===== config.mk =====
export PLATFORM = sky130hd
export DESIGN_NAME = gray_hamming_tx
export DESIGN_NICKNAME = d
export VERILOG_FILES = /design/src/rtl/gray_hamming_tx.sv
export SDC_FILE = /design/constraint.sdc
export NUM_CORES = 1
export LEC_CHECK = 0
export CAP_MARGIN = 20
export CORE_UTILIZATION = 50
export DETAILED_ROUTE_END_ITERATION = 16
export DONT_BUFFER_PORTS = 1
export PLACE_DENSITY = 0.68
export RECOVER_POWER = 100
export SKIP_LAST_GASP = 1
export SYNTH_ARGS = -nofsm -noshare
export SYNTH_HDL_FRONTEND = slang
export SYNTH_SLANG_ARGS = --single-unit

===== constraint.sdc =====
create_clock -name clk -period 2.5 [get_ports clk]
set_clock_uncertainty 0.1 [all_clocks]
set_input_delay 0.25 -clock clk [delete_from_list [all_inputs] [get_ports clk]]
set_output_delay 0.25 -clock clk [all_outputs]
set_load 0.02 [all_outputs]

===== src/rtl/gray_hamming_tx.sv =====
// Serial transmitter: converts a 4-bit value to Gray code, wraps it in a Hamming(7,4)
// codeword and shifts it out LSB-first between a low start bit and a high stop bit.
module gray_hamming_tx #(
    parameter int unsigned CLKS_PER_BIT = 2700
) (
    input  logic       clk,
    input  logic       rst_n,
    input  logic [3:0] data_i,
    input  logic       valid_i,
    output logic       ready_o,
    output logic       tx_o,
    output logic       busy_o,
    output logic       done_o,
    output logic [6:0] code_o
);

    localparam int unsigned CntW = (CLKS_PER_BIT > 1) ? $clog2(CLKS_PER_BIT) : 1;
    localparam logic [CntW-1:0] CntMax = CntW'(CLKS_PER_BIT - 1);

    typedef enum logic [1:0] {StIdle, StStart, StData, StStop} state_e;

    state_e          state_q, state_d;
    logic [CntW-1:0] cnt_q, cnt_d;
    logic [2:0]      idx_q, idx_d;
    logic [6:0]      code_q, code_d;
    logic            tx_q, tx_d;

    logic [3:0] gray;
    logic [6:0] code_new;
    logic       accept;
    logic       bit_end;

    // code = {d4, d3, d2, p3, d1, p2, p1} with d1..d4 = gray[0..3], even parity
    always_comb begin
        gray     = data_i ^ (data_i >> 1);
        code_new = {gray[3], gray[2], gray[1], gray[1] ^ gray[2] ^ gray[3],
                    gray[0], gray[0] ^ gray[2] ^ gray[3], gray[0] ^ gray[1] ^ gray[3]};
    end

    assign accept  = (state_q == StIdle) && valid_i;
    assign bit_end = (cnt_q == CntMax);

    always_comb begin
        state_d = state_q;
        cnt_d   = cnt_q;
        idx_d   = idx_q;
        code_d  = code_q;
        unique case (state_q)
            StIdle: begin
                cnt_d = '0;
                if (accept) begin
                    state_d = StStart;
                    code_d  = code_new;
                end
            end
            StStart: begin
                if (bit_end) begin
                    state_d = StData;
                    cnt_d   = '0;
                    idx_d   = 3'd0;
                end else begin
                    cnt_d = cnt_q + CntW'(1);
                end
            end
            StData: begin
                if (bit_end) begin
                    cnt_d = '0;
                    if (idx_q == 3'd6) begin
                        state_d = StStop;
                    end else begin
                        idx_d = idx_q + 3'd1;
                    end
                end else begin
                    cnt_d = cnt_q + CntW'(1);
                end
            end
            StStop: begin
                if (bit_end) begin
                    state_d = StIdle;
                    cnt_d   = '0;
                end else begin
                    cnt_d = cnt_q + CntW'(1);
                end
            end
            default: state_d = StIdle;
        endcase

        // Line level is computed from the next state so tx_q lines up with the state register
        tx_d = 1'b1;
        unique case (state_d)
            StStart: tx_d = 1'b0;
            StData:  tx_d = code_d[idx_d];
            default: tx_d = 1'b1;
        endcase
    end

    always_ff @(posedge clk) begin
        if (!rst_n) begin
            state_q <= StIdle;
            cnt_q   <= '0;
            idx_q   <= 3'd0;
            code_q  <= 7'd0;
            tx_q    <= 1'b1;
        end else begin
            state_q <= state_d;
            cnt_q   <= cnt_d;
            idx_q   <= idx_d;
            code_q  <= code_d;
            tx_q    <= tx_d;
        end
    end

    assign ready_o = (state_q == StIdle);
    assign busy_o  = (state_q != StIdle);
    assign done_o  = (state_q == StStop) && bit_end;
    assign tx_o    = tx_q;
    assign code_o  = code_q;

endmodule


# --- Word level (Yosys, flattened, before mapping) ---
# Index checks and enable logic that the tools add are counted.
op_classes:
  n_addsub: 2
  order_cmp: 1
  eq_ne: 7
  mux: 17
  n_bitwise: 7
  n_reduce_logical: 5
ops:
  columns: ["op", "n"]
  rows:
  - ["$pmux W12 S2", 1]
  - ["$mux W7", 2]
  - ["$add A12 B1 Y12 const B", 1]
  - ["$eq A12 B12 Y1 const B", 1]
  - ["$mux W12", 1]
  - ["$mux W2", 5]
  - ["$mux W3", 3]
  - ["$pmux W2 S4", 1]
  - ["$eq A2 B2 Y1 const B", 3]
  - ["$pmux W3 S2", 1]
  - ["$xor A1 B1 Y1", 6]
  - ["$eq A2 B1 Y1 const B", 2]
  - ["$lt A3 B4 Y1 const B", 1]
  - ["$xor A4 B3 Y4", 1]
  - ["$add A3 B1 Y3 const B", 1]
  - ["$bmux W1 S3", 1]
  - ["$eq A3 B3 Y1 const B", 1]
  - ["$reduce_or A3 Y1", 1]
  - ["$logic_and A1 B1 Y1", 2]
  - ["$logic_not A2 Y1", 1]
  - ["$pmux W1 S2", 1]
  - ["$reduce_bool A2 Y1", 1]
  - ["$mux W1", 1]
word_totals:
  reg_bits: 25
  inputBits: 7
  out_inout_bits: 11
  wordCells: 44

# --- Longest topological paths before layout ---
# Gate-level depths: netlist of run 1.
depth:
  depth_word: 8
  mapped_depth: 9
  depth_no_buf: 9

# --- Worst setup path after synthesis of run 1 ---
# Ideal clock, no wire load.
synth_timing:
  kind: "flip-flop to flip-flop"
  from: "reg state_q[0]"
  to: "reg tx_q, in the netlist tx_o"
  setup_time_ns: 0.134
  t_arrival_ns: 2.100
  required_ns: 2.266
  slack_ns: 0.166
  stages_incl_launch_ff: 10
  path_buffers: 0
  synth_period_minus_slack_ns: 2.334
  path_cell_list: "dfxtp_1 -> inv_1 -> ha_1 -> and3b_1 -> a41oi_2 -> nor2b_2 -> mux2_1 -> nor3_1 -> o21a_1 -> o311ai_2"
synth_via:
  elab_chain_cells: 7
  word_cells_on_any_way: 19
  cone_classes: "eq/ne: 5; mux: 12; reduce/logical: 2"
synth_rtl:
  columns: ["element", "line_no", "source"]
  rows:
  - ["from (decl)", "22", "state_e state_q, state_d;"]
  - ["from (signal assigned)", "99", "state_q <= StIdle;"]
  - ["from (signal assigned)", "105", "state_q <= state_d;"]
  - ["$logic_not A2 Y1", "40, 48", null]
  - ["$logic_and A1 B1 Y1", "40", "assign accept = (state_q == StIdle) && valid_i;"]
  - ["$mux W7", "51", "if (accept) begin"]
  - ["$mux W7", "48", "unique case (state_q)"]
  - ["$bmux W1 S3", "92", "StData: tx_d = code_d[idx_d];"]
  - ["$mux W1 (implied by the code)", "92", null]
  - ["$pmux W1 S2 *", "90", "unique case (state_d)"]
  - ["to (signal assigned)", "109", "tx_q <= tx_d;"]
  - ["to (decl)", "26", "logic tx_q, tx_d;"]
# Every way passes the cells marked *; elsewhere a longest branch is shown, timed or not. The select of a mux whose other input is x is not followed.
# A chain may end at the register's enable or synchronous reset.

# --- Worst setup path after layout of run 1 ---
layout_timing:
  from: "reg cnt_q[0]"
  to: "reg tx_q, in the netlist tx_o"
layout_via:
  elab_chain_cells: 6
  word_cells_on_any_way: 13
  cone_classes: "eq/ne: 3; mux: 10"
layout_rtl:
  columns: ["element", "line_no", "source"]
  rows:
  - ["from (decl)", "23", "logic [CntW-1:0] cnt_q, cnt_d;"]
  - ["from (signal assigned)", "106", "cnt_q <= cnt_d;"]
  - ["$eq A12 B12 Y1 *", "41", "assign bit_end = (cnt_q == CntMax);"]
  - ["$mux W3 (on tied branches)", "66, 57", null]
  - ["$pmux W3 S2", "48", null]
  - ["$bmux W1 S3", "92", null]
  - ["$mux W1 (implied by the code)", "92", null]
  - ["$pmux W1 S2 *", "90", null]
# Marks and branches as above.

==> metrics.md, run 1 <==
| Metric | Value |
|---|---|
| Core Rows | `18` |
| WP data required | `2.64 ns` |
| N_diodes | `0` |
| Yosys top cell area share | `35.2%` |
| Crit Path Max Fanout | `5` |
| Starting Density | `54.8%` |
| Fillers | `244` |
| Final Max Tran Viols | `0` |
| Layout Nets | `186` |
| Share of cells above drive strength 1 | `13.5%` |
| WHS | `0.00277 ns` |
| Status | `finished, final reports clean` |
| Die height | `55.3 um` |
| CTS Root Cell | `clkbuf_4` |
| Port-buffer cells | `0` |
| Synth area leader | `dfxtp_1` |
| Number of global-route vias before repair | `1058` |
| Largest net degree at the start of global routing | `16` |
| Min-delay worst type | `in2reg` |
| Asr flop ratio synth | `0%` |
| Top cells by area, synth | `dfxtp_1, nor2_1, ha_1` |
| Clock Pin Slew Worst Setup and Hold Paths | `0.14 ns` |
| Synth Cell Area | `1420 um^2` |
| GRT Total Usage | `18.5%` |
| Core area | `2590 um^2` |
| DR pass1 iterations | `4` |
| Top_reg_cell synth | `dfxtp_1` |
| Global placer's final weighted congestion | `0.811` |
| Worst setup EP type | `flop` |
| Final setup vio count | `0` |
| Syn avg cell area | `8.82 um^2` |
| Fin crit share | `93.1%` |
| Setup TNS | `0 ns` |
| Vias | `1126` |
| Post-CTS Setup Repair Bufs | `0` |
| Clk sinks | `25` |
| Post-synth EDFFs | `0` |
| RSZ-0062 raised after global routing | `false` |
| Die Footprint | `3060 um^2` |
| Crit path arrival time | `2.47 ns` |
| Final wirelength | `2690 um` |
| Mapped Nets | `176` |
| Relative slew slack | `68.7%` |
| Maximum vdd drop | `0.000470 V` |
| Worst-skew pair later-pin latency | `0.32 ns` |
| Sequential element share of the synthesized area | `35.2%` |
| # DRC | `0` |
| Achievable frequency | `430 MHz` |
| P per Cell Area | `501 nW/um^2` |
| Largest buffer count on any clock path | `2` |
| Yosys warnings | `0` |
| Via density | `5.63` |
| Post-Route Utilization | `59.0%` |
| Setup CP Type | `reg2reg` |
| DP Wirelength | `2070 um` |
| Fin. Hold Viols | `0` |
| Max Cap Violations | `0` |
| Routed len/inst | `13.5 um` |
| Layout area overhead | `7.58%` |
| Post-route minimum period | `2.33 ns` |
| Synth unique cells | `43` |
| Initial antenna violation count | `0` |
| Yosys reg bits | `25` |
| Tightest Pin Transition | `0.467 ns` |
| Post-route antenna net violation count | `0` |
| Total congestion overflow | `0` |
| Cells after Synth | `161` |
| Num CTS Buffers | `3` |
| Most common cell in the netlist | `nor2_1` |
| Die width | `55.3 um` |
| H-tree Lvls | `1` |
| Leak | `0.589 nW` |
| Iter 0 DRT Violations | `25` |
| Post-synth top cells | `nor2_1, dfxtp_1, nand2_1, xnor2_1, nand3_1` |
| CTS tree | `yes` |
| CP Launch Type | `flop` |
| Top Ports | `18` |
| First-pass GRT wire length | `4680 um` |
## power by group
part           internal [mW]  total, mW  switching, mW
clock                 0.0612      0.189          0.128
combinational         0.0535      0.132         0.0789
sequential             0.416      0.444         0.0280
## sequential cells by signal, summed over array words and instances (netlist names)
| register | flops |
|---|---|
| cnt_q | 12 |
| code_o | 7 |
| idx_q | 3 |
| state_q | 2 |
| tx_o | 1 |
## critical path: stages, from the launching register on
cell and delay [ns]:
dfxtp_1 0.39, ha_1 0.20, and4bb_4 0.28, and3_4 0.24, nand3_4 0.08, o221ai_1 0.40, nor3_1 0.11, o21a_1 0.21
o311ai_2 0.25
## cells in the final DEF, fill, tap and decap left out, types with 2 or more instances in the layout
master,instances
nor2_1,28
dfxtp_1,24
nand2_1,12
xnor2_1,10
nand3_1,9
a21oi_1,8
ha_1,8
inv_1,7
xor2_1,5
mux2i_1,5
nor3_1,4
and3_1,4
buf_4,4
o21ai_0,3
clkbuf_4,3
dlygate4sd3_1,3
and2_0,2
nand2b_1,2
a211oi_1,2
## kinds of logic after synthesis
family / count (synthesis) / share of synthesized area (%)
buffers and inverters: 10 / 2.73
xor gates and xnor gates: 15 / 9.25
DFF: 25 / 35.2
and+or+nand+nor: 72 / 26.6
muxes: 6 / 4.32
adders and majority gates: 8 / 7.05
AOI/OAI and AO/OA: 25 / 14.8
## timing repair
action / in CTS / in global routing
setup endpoints to repair: 0 / 1
endpoints found under the hold margin: 3 / 0
hold buffers: 3 / 0
gates resized for setup: 0 / 2
## per-layer routing
metal | global-route usage [%] | share of wire (%) | wire length [um]
met2 | 28.2 | 44 | 1170
met4 | 6.43 | 1.3 | 34
met1 | 26.9 | 50 | 1360
met5 | 0 | 0 | 0
met3 | 2.34 | 4.7 | 127
## path summary, 6_finish.rpt
kind,slack (ns),from,cells past startpoint,end
min,0.003,data_i[1],2,code_o[3]
max,0.17,cnt_q[0],8,tx_o
min reg2reg,0.37,cnt_q[0],1,cnt_q[0]
max reg2reg,0.17,cnt_q[0],8,tx_o
## layout make-up
cell class | count | area [um^2] | area share (%)
clock buffer | 3 | 22.5 | 1.47
clock inverter | 1 | 7.51 | 0.491
inverter | 7 | 26.3 | 1.72
multi-input combinational | 126 | 868 | 56.8
sequential | 25 | 502 | 32.8
tap | 30 | 37.5 | 2.46
timing repair buffer | 8 | 63.8 | 4.18
## per-stage QoR
stage / total power [mW] / setup WS, ns / instances / instance area [um^2]
5_1_grt: 0.805 / 0.0152 / 200 / 1530
3_5_place_dp: 0.584 / 0.143 / 193 / 1480
6_report: 0.765 / 0.173 / 200 / 1530
3_3_place_gp: 0.581 / 0.198 / 193 / 1480
2_1_floorplan: 0.558 / 0.166 / 161 / 1420
4_1_cts: 0.770 / 0.123 / 200 / 1540
No activity file was read; power rests on OpenSTA's default activity.
==> run 2, diff against run 1 <==
--- a/config.mk
+++ b/config.mk
@@ -6,10 +6,11 @@
 export NUM_CORES = 1
 export LEC_CHECK = 0
 export CAP_MARGIN = 20
-export CORE_UTILIZATION = 50
+export CORE_ASPECT_RATIO = 1.4
+export CORE_UTILIZATION = 56
 export DETAILED_ROUTE_END_ITERATION = 16
 export DONT_BUFFER_PORTS = 1
-export PLACE_DENSITY = 0.68
+export PLACE_DENSITY = 0.74
 export RECOVER_POWER = 100
 export SKIP_LAST_GASP = 1
 export SYNTH_ARGS = -nofsm -noshare
==> metrics.md, run 2 (synthesis gave the netlist of run 1 again) <==
| Metric | Value |
|---|---|
| Status | `finished, final reports clean` |
| Layout area overhead | `10.6%` |
| Crit Path Max Fanout | `7` |
| Relative slew slack | `68.1%` |
| Total congestion overflow | `0` |
| WP data required | `2.64 ns` |
| Setup CP Type | `reg2reg` |
| Starting Density | `59.4%` |
| Die Footprint | `2740 um^2` |
| CP top delay family | `compound AO/OA/AOI/OAI gates` |
| Final wirelength | `2910 um` |
| Dpl cells | `197` |
| Pre-CTS setup slack | `0.108 ns` |
| Critical-path cell list | `inv_1 -> ha_1 -> buf_4 -> nand2_1 -> a32oi_2 -> nand2b_1 -> mux2i_1 -> nor2_1 -> o21a_1 -> o311ai_2` |
| Buf/Inv on CP | `2` |
| Fillers | `203` |
| CTS tree | `yes` |
| Maximum vdd drop | `0.000409 V` |
| P per Cell Area | `493 nW/um^2` |
| CP max-delay cell | `dfxtp_1` |
| Largest buffer count on any clock path | `2` |
| Iter 0 DRT Violations | `27` |
| Die width | `44.6 um` |
| DR pass1 iterations | `4` |
| Min-delay worst type | `in2reg` |
| Fin. Hold Viols | `0` |
| Initial antenna violation count | `0` |
| Setup TNS | `0 ns` |
| Max Cap Violations | `0` |
| Largest net degree at the start of global routing | `16` |
| Final Non-Filler Cells | `204` |
| Placed cell area | `1490 um^2` |
| First-pass GRT wire length | `4790 um` |
| Core Rows | `21` |
| WHS | `0.00947 ns` |
| Top Ports | `18` |
| Fin worst setup slack | `0.170 ns` |
| Clock Pin Slew Worst Setup and Hold Paths | `0.15 ns` |
| GRT Total Usage | `23.3%` |
| Tightest Pin Transition | `0.474 ns` |
| Share of cells above drive strength 1 | `15.3%` |
| Via density | `5.67` |
| Leak | `0.594 nW` |
| CTS Root Cell | `clkbuf_4` |
| Final setup vio count | `0` |
| Achievable frequency | `429 MHz` |
| Commonest non-fill, non-tap cells in the layout | `nor2_1, dfxtp_1, nand2_1` |
| Layout Nets | `186` |
| Number of global-route vias before repair | `1128` |
| DP Wirelength | `2190 um` |
| Vias | `1156` |
| Routed len/inst | `14.3 um` |
| N_diodes | `0` |
| Clk sinks | `25` |
| Num CTS Buffers | `3` |
| Worst-skew pair later-pin latency | `0.32 ns` |
| Die height | `61.6 um` |
| Global placer's final weighted congestion | `0.884` |
| Port-buffer cells | `0` |
| Crit path arrival time | `2.47 ns` |
| # DRC | `0` |
| Fin crit share | `93.2%` |
| Worst setup EP type | `flop` |
| Largest Register | `cnt_q` |
| H-tree Lvls | `1` |
| Max incr delay on CP | `0.37 ns` |
| Post-route antenna net violation count | `0` |
| CP Launch Type | `flop` |
| Max reg flops | `12` |
| Post-CTS Setup Repair Bufs | `0` |
| Final Max Tran Viols | `0` |
| Cell area after layout | `1570 um^2` |
| Core area | `2390 um^2` |
| Post-route minimum period | `2.33 ns` |
| Commonest non-fill, non-tap cell in the layout | `nor2_1` |
## run 2: path summary, 6_finish.rpt
path                    from        end  slack (ns)  depth (start not counted)
setup / recovery  state_q[0]       tx_o        0.17                         10
hold / removal     data_i[1]  code_o[3]       0.009                          2
setup reg to reg  state_q[0]       tx_o        0.17                         10
hold reg to reg     cnt_q[0]   cnt_q[0]        0.37                          1
## run 2: metal layers
layer  global-route usage, %  vias up  routed length, um
met5                       0        -                  0
met4                    8.23        0                 67
met3                    4.99       10                154
met2                    41.2       29               1530
met1                    27.5      545               1150
li1                        -      572                  -
## run 2: power by group
group / internal [mW] / leakage (nW) / total (mW) / switching (mW)
clock: 0.0611 / 0.0139 / 0.188 / 0.127
sequential: 0.416 / 0.204 / 0.444 / 0.0280
combinational: 0.0576 / 0.377 / 0.142 / 0.0849
## run 2: final cells by class
type | instances | area (um^2) | share of cell area (%)
Clock buffer | 3 | 22.5 | 1.43
Clock inverter | 1 | 7.51 | 0.478
Inverter | 7 | 26.3 | 1.67
Multi-Input combinational cell | 126 | 906 | 57.7
Sequential cell | 25 | 502 | 32.0
Tap cell | 34 | 42.5 | 2.71
Timing Repair Buffer | 8 | 63.8 | 4.06
## run 2: repair_timing
item / in CTS / in global routing
endpoints found under the hold margin: 3 / 0
gates resized for setup: 0 / 5
hold buffers: 3 / 0
setup endpoints to repair: 0 / 1
## run 2: through the flow
stage               total power [mW]  utilization (%)
finish                         0.774             65.7
detailed placement             0.587             62.2
floorplan                      0.558                -
global placement               0.582             62.2
global route                   0.810             65.7
CTS                            0.772             64.7
## run 2: worst register-to-register path: stages, from the launching register on
cell and delay [ns]:
dfxtp_1 0.37, inv_1 0.15, ha_1 0.20, buf_4 0.16, nand2_1 0.07, a32oi_2 0.23
nand2b_1 0.27, mux2i_1 0.22, nor2_1 0.06, o21a_1 0.17, o311ai_2 0.25
==> run 3, diff against run 2 <==
--- a/config.mk
+++ b/config.mk
@@ -7,6 +7,7 @@
 export LEC_CHECK = 0
 export CAP_MARGIN = 20
 export CORE_ASPECT_RATIO = 1.4
+export CORE_MARGIN = 5
 export CORE_UTILIZATION = 56
 export DETAILED_ROUTE_END_ITERATION = 16
 export DONT_BUFFER_PORTS = 1
==> metrics.md, run 3 (synthesis gave the netlist of run 1 again) <==
| Metric | Value |
|---|---|
| Status | `finished, violations left` |
| Failing checks | `negative hold slack` |
| Max Cap Violations | `0` |
| Commonest non-fill, non-tap cell in the layout | `nor2_1` |
| CP max-delay cell | `dfxtp_2` |
| Die Footprint | `3660 um^2` |
| Final wirelength | `3140 um` |
| Largest net degree at the start of global routing | `16` |
| Post-route antenna net violation count | `0` |
| Number of global-route vias before repair | `1202` |
| DP Wirelength | `2410 um` |
| Num CTS Buffers | `3` |
| Maximum vdd drop | `0.000273 V` |
| Routed len/inst | `15.4 um` |
| WP data required | `2.63 ns` |
| Global placer's final weighted congestion | `0.842` |
| Crit Path Max Fanout | `4` |
| # DRC | `0` |
| Critical-path cell list | `inv_1 -> ha_1 -> and3b_1 -> a41oi_2 -> nor2b_4 -> mux2_1 -> nor3_1 -> o21a_1 -> o311ai_2` |
| Final Non-Filler Cells | `204` |
| DR pass1 iterations | `4` |
| Post-CTS Setup Repair Bufs | `0` |
| Core area | `2420 um^2` |
| CTS tree | `yes` |
| Core Rows | `21` |
| Worst R2R Start | `state_q[0]` |
| Reg area | `503 um^2` |
| Clock Pin Slew Worst Setup and Hold Paths | `0.15 ns` |
| Setup CP Type | `reg2reg` |
| Die height | `69.6 um` |
| Worst-case reg-to-reg path depth | `9` |
| CTS Root Cell | `clkbuf_4` |
| Leak | `0.589 nW` |
| Reg2Reg Capture Point | `tx_o` |
| Worst-skew pair later-pin latency | `0.33 ns` |
| WHS Endpoint | `code_o[3]` |
| Worst setup path start | `state_q[0]` |
| Relative slew slack | `67.2%` |
| Post-route minimum period | `2.37 ns` |
| Hold Crit Start | `data_i[1]` |
| Layout Nets | `186` |
| Initial antenna violation count | `0` |
| Crit path arrival time | `2.50 ns` |
| CP top delay family | `simple AND/OR/NAND/NOR gates` |
| WHS | `-0.0000936 ns` |
| Min-delay worst type | `in2reg` |
| Fillers | `226` |
| GRT Total Usage | `19.4%` |
| Largest buffer count on any clock path | `2` |
| Buf/Inv on CP | `1` |
| Fin. Hold Viols | `1` |
| Clk sinks | `25` |
| Starting Density | `58.7%` |
| Worst setup EP type | `flop` |
| Hold depth | `2` |
| Final Max Tran Viols | `0` |
| Achievable frequency | `422 MHz` |
| Vias | `1151` |
| Total congestion overflow | `0` |
| First-pass GRT wire length | `5400 um` |
| Die width | `52.6 um` |
| Max reg flops | `12` |
| Commonest non-fill, non-tap cells in the layout | `nor2_1, dfxtp_1, nand2_1` |
| Share of cells above drive strength 1 | `14.7%` |
| CP Launch Type | `flop` |
| Layout area overhead | `9.25%` |
| Top Ports | `18` |
| Dpl cells | `197` |
| Area of the multi-input gates | `886 um^2` |
| Reg-to-reg setup timing slack | `0.13 ns` |
| Pwr Total | `777 uW` |
| P per Cell Area | `501 nW/um^2` |
| Largest Register | `cnt_q` |
| Via density | `5.64` |
| Iter 0 DRT Violations | `28` |
| H-tree Lvls | `1` |
| Tightest Pin Transition | `0.493 ns` |
| Port-buffer cells | `0` |
| Max incr delay on CP | `0.38 ns` |
| Final setup vio count | `0` |
| N_diodes | `0` |
| Fin crit share | `94.7%` |
==> run 3: cell counts in the layout (fill, tap and decap cells not counted) <==
Identical to the previous run, type by type.
==> run 3: worst register-to-register path, cell delays in order (launching register included) <==
cell and delay (ns):
dfxtp_2 0.38, inv_1 0.07, ha_1 0.33, and3b_1 0.19, a41oi_2 0.22, nor2b_4 0.21
mux2_1 0.33, nor3_1 0.16, o21a_1 0.17, o311ai_2 0.10
==> run 3: report_power, final <==
part | total [mW] | internal, mW | switching (mW)
Sequential | 0.445 | 0.416 | 0.0291
Clock | 0.192 | 0.0613 | 0.131
Combinational | 0.140 | 0.0543 | 0.0853
==> run 3: timing repair <==
item                                    CTS  global route
resized for setup                         0             3
hold buffers                              3             0
endpoints found under the setup margin    0             1
endpoints found under the hold margin     3             0
==> run 3: final cells by class <==
class,count,share of cell area [%]
clock buffer,3,1.45
clock inverter,1,0.484
multi-input combinational,126,57.1
inverter,7,1.69
timing repair buffer,8,4.11
tap,34,2.74
sequential,25,32.4
==> run 3: worst max-delay path by stage <==
| stage | end | slack (ns) | depth (start not counted) |
|---|---|---|---|
| 2_1_floorplan | tx_o | 0.17 | 9 |
| 3_3_place_gp | tx_o | 0.19 | 9 |
| 3_5_place_dp | tx_o | 0.07 | 9 |
| 4_1_cts | tx_o | 0.04 | 9 |
| 5_1_grt | tx_o | -0.02 | 9 |
| 6_report | tx_o | 0.13 | 9 |
==> run 3: stage by stage <==
stage / util (%) / setup WS, ns / setup TNS, ns / cell area [um^2]
floorplan: - / 0.166 / 0 / 1420
global placement: 61.5 / 0.187 / 0 / 1490
detailed placement: 61.5 / 0.0719 / 0 / 1490
CTS: 64.0 / 0.0431 / 0 / 1550
global route: 64.2 / -0.0179 / -0.0179 / 1550
finish: 64.2 / 0.132 / 0 / 1550
==> run 3: layer usage <==
metal | vias up | GRT usage, % | share of wire, %
li1 | 573 | - | -
met1 | 527 | 20.3 | 38
met2 | 40 | 33.4 | 53
met3 | 11 | 5.38 | 5.9
met4 | 0 | 10.2 | 3.2
met5 | - | 0 | 0
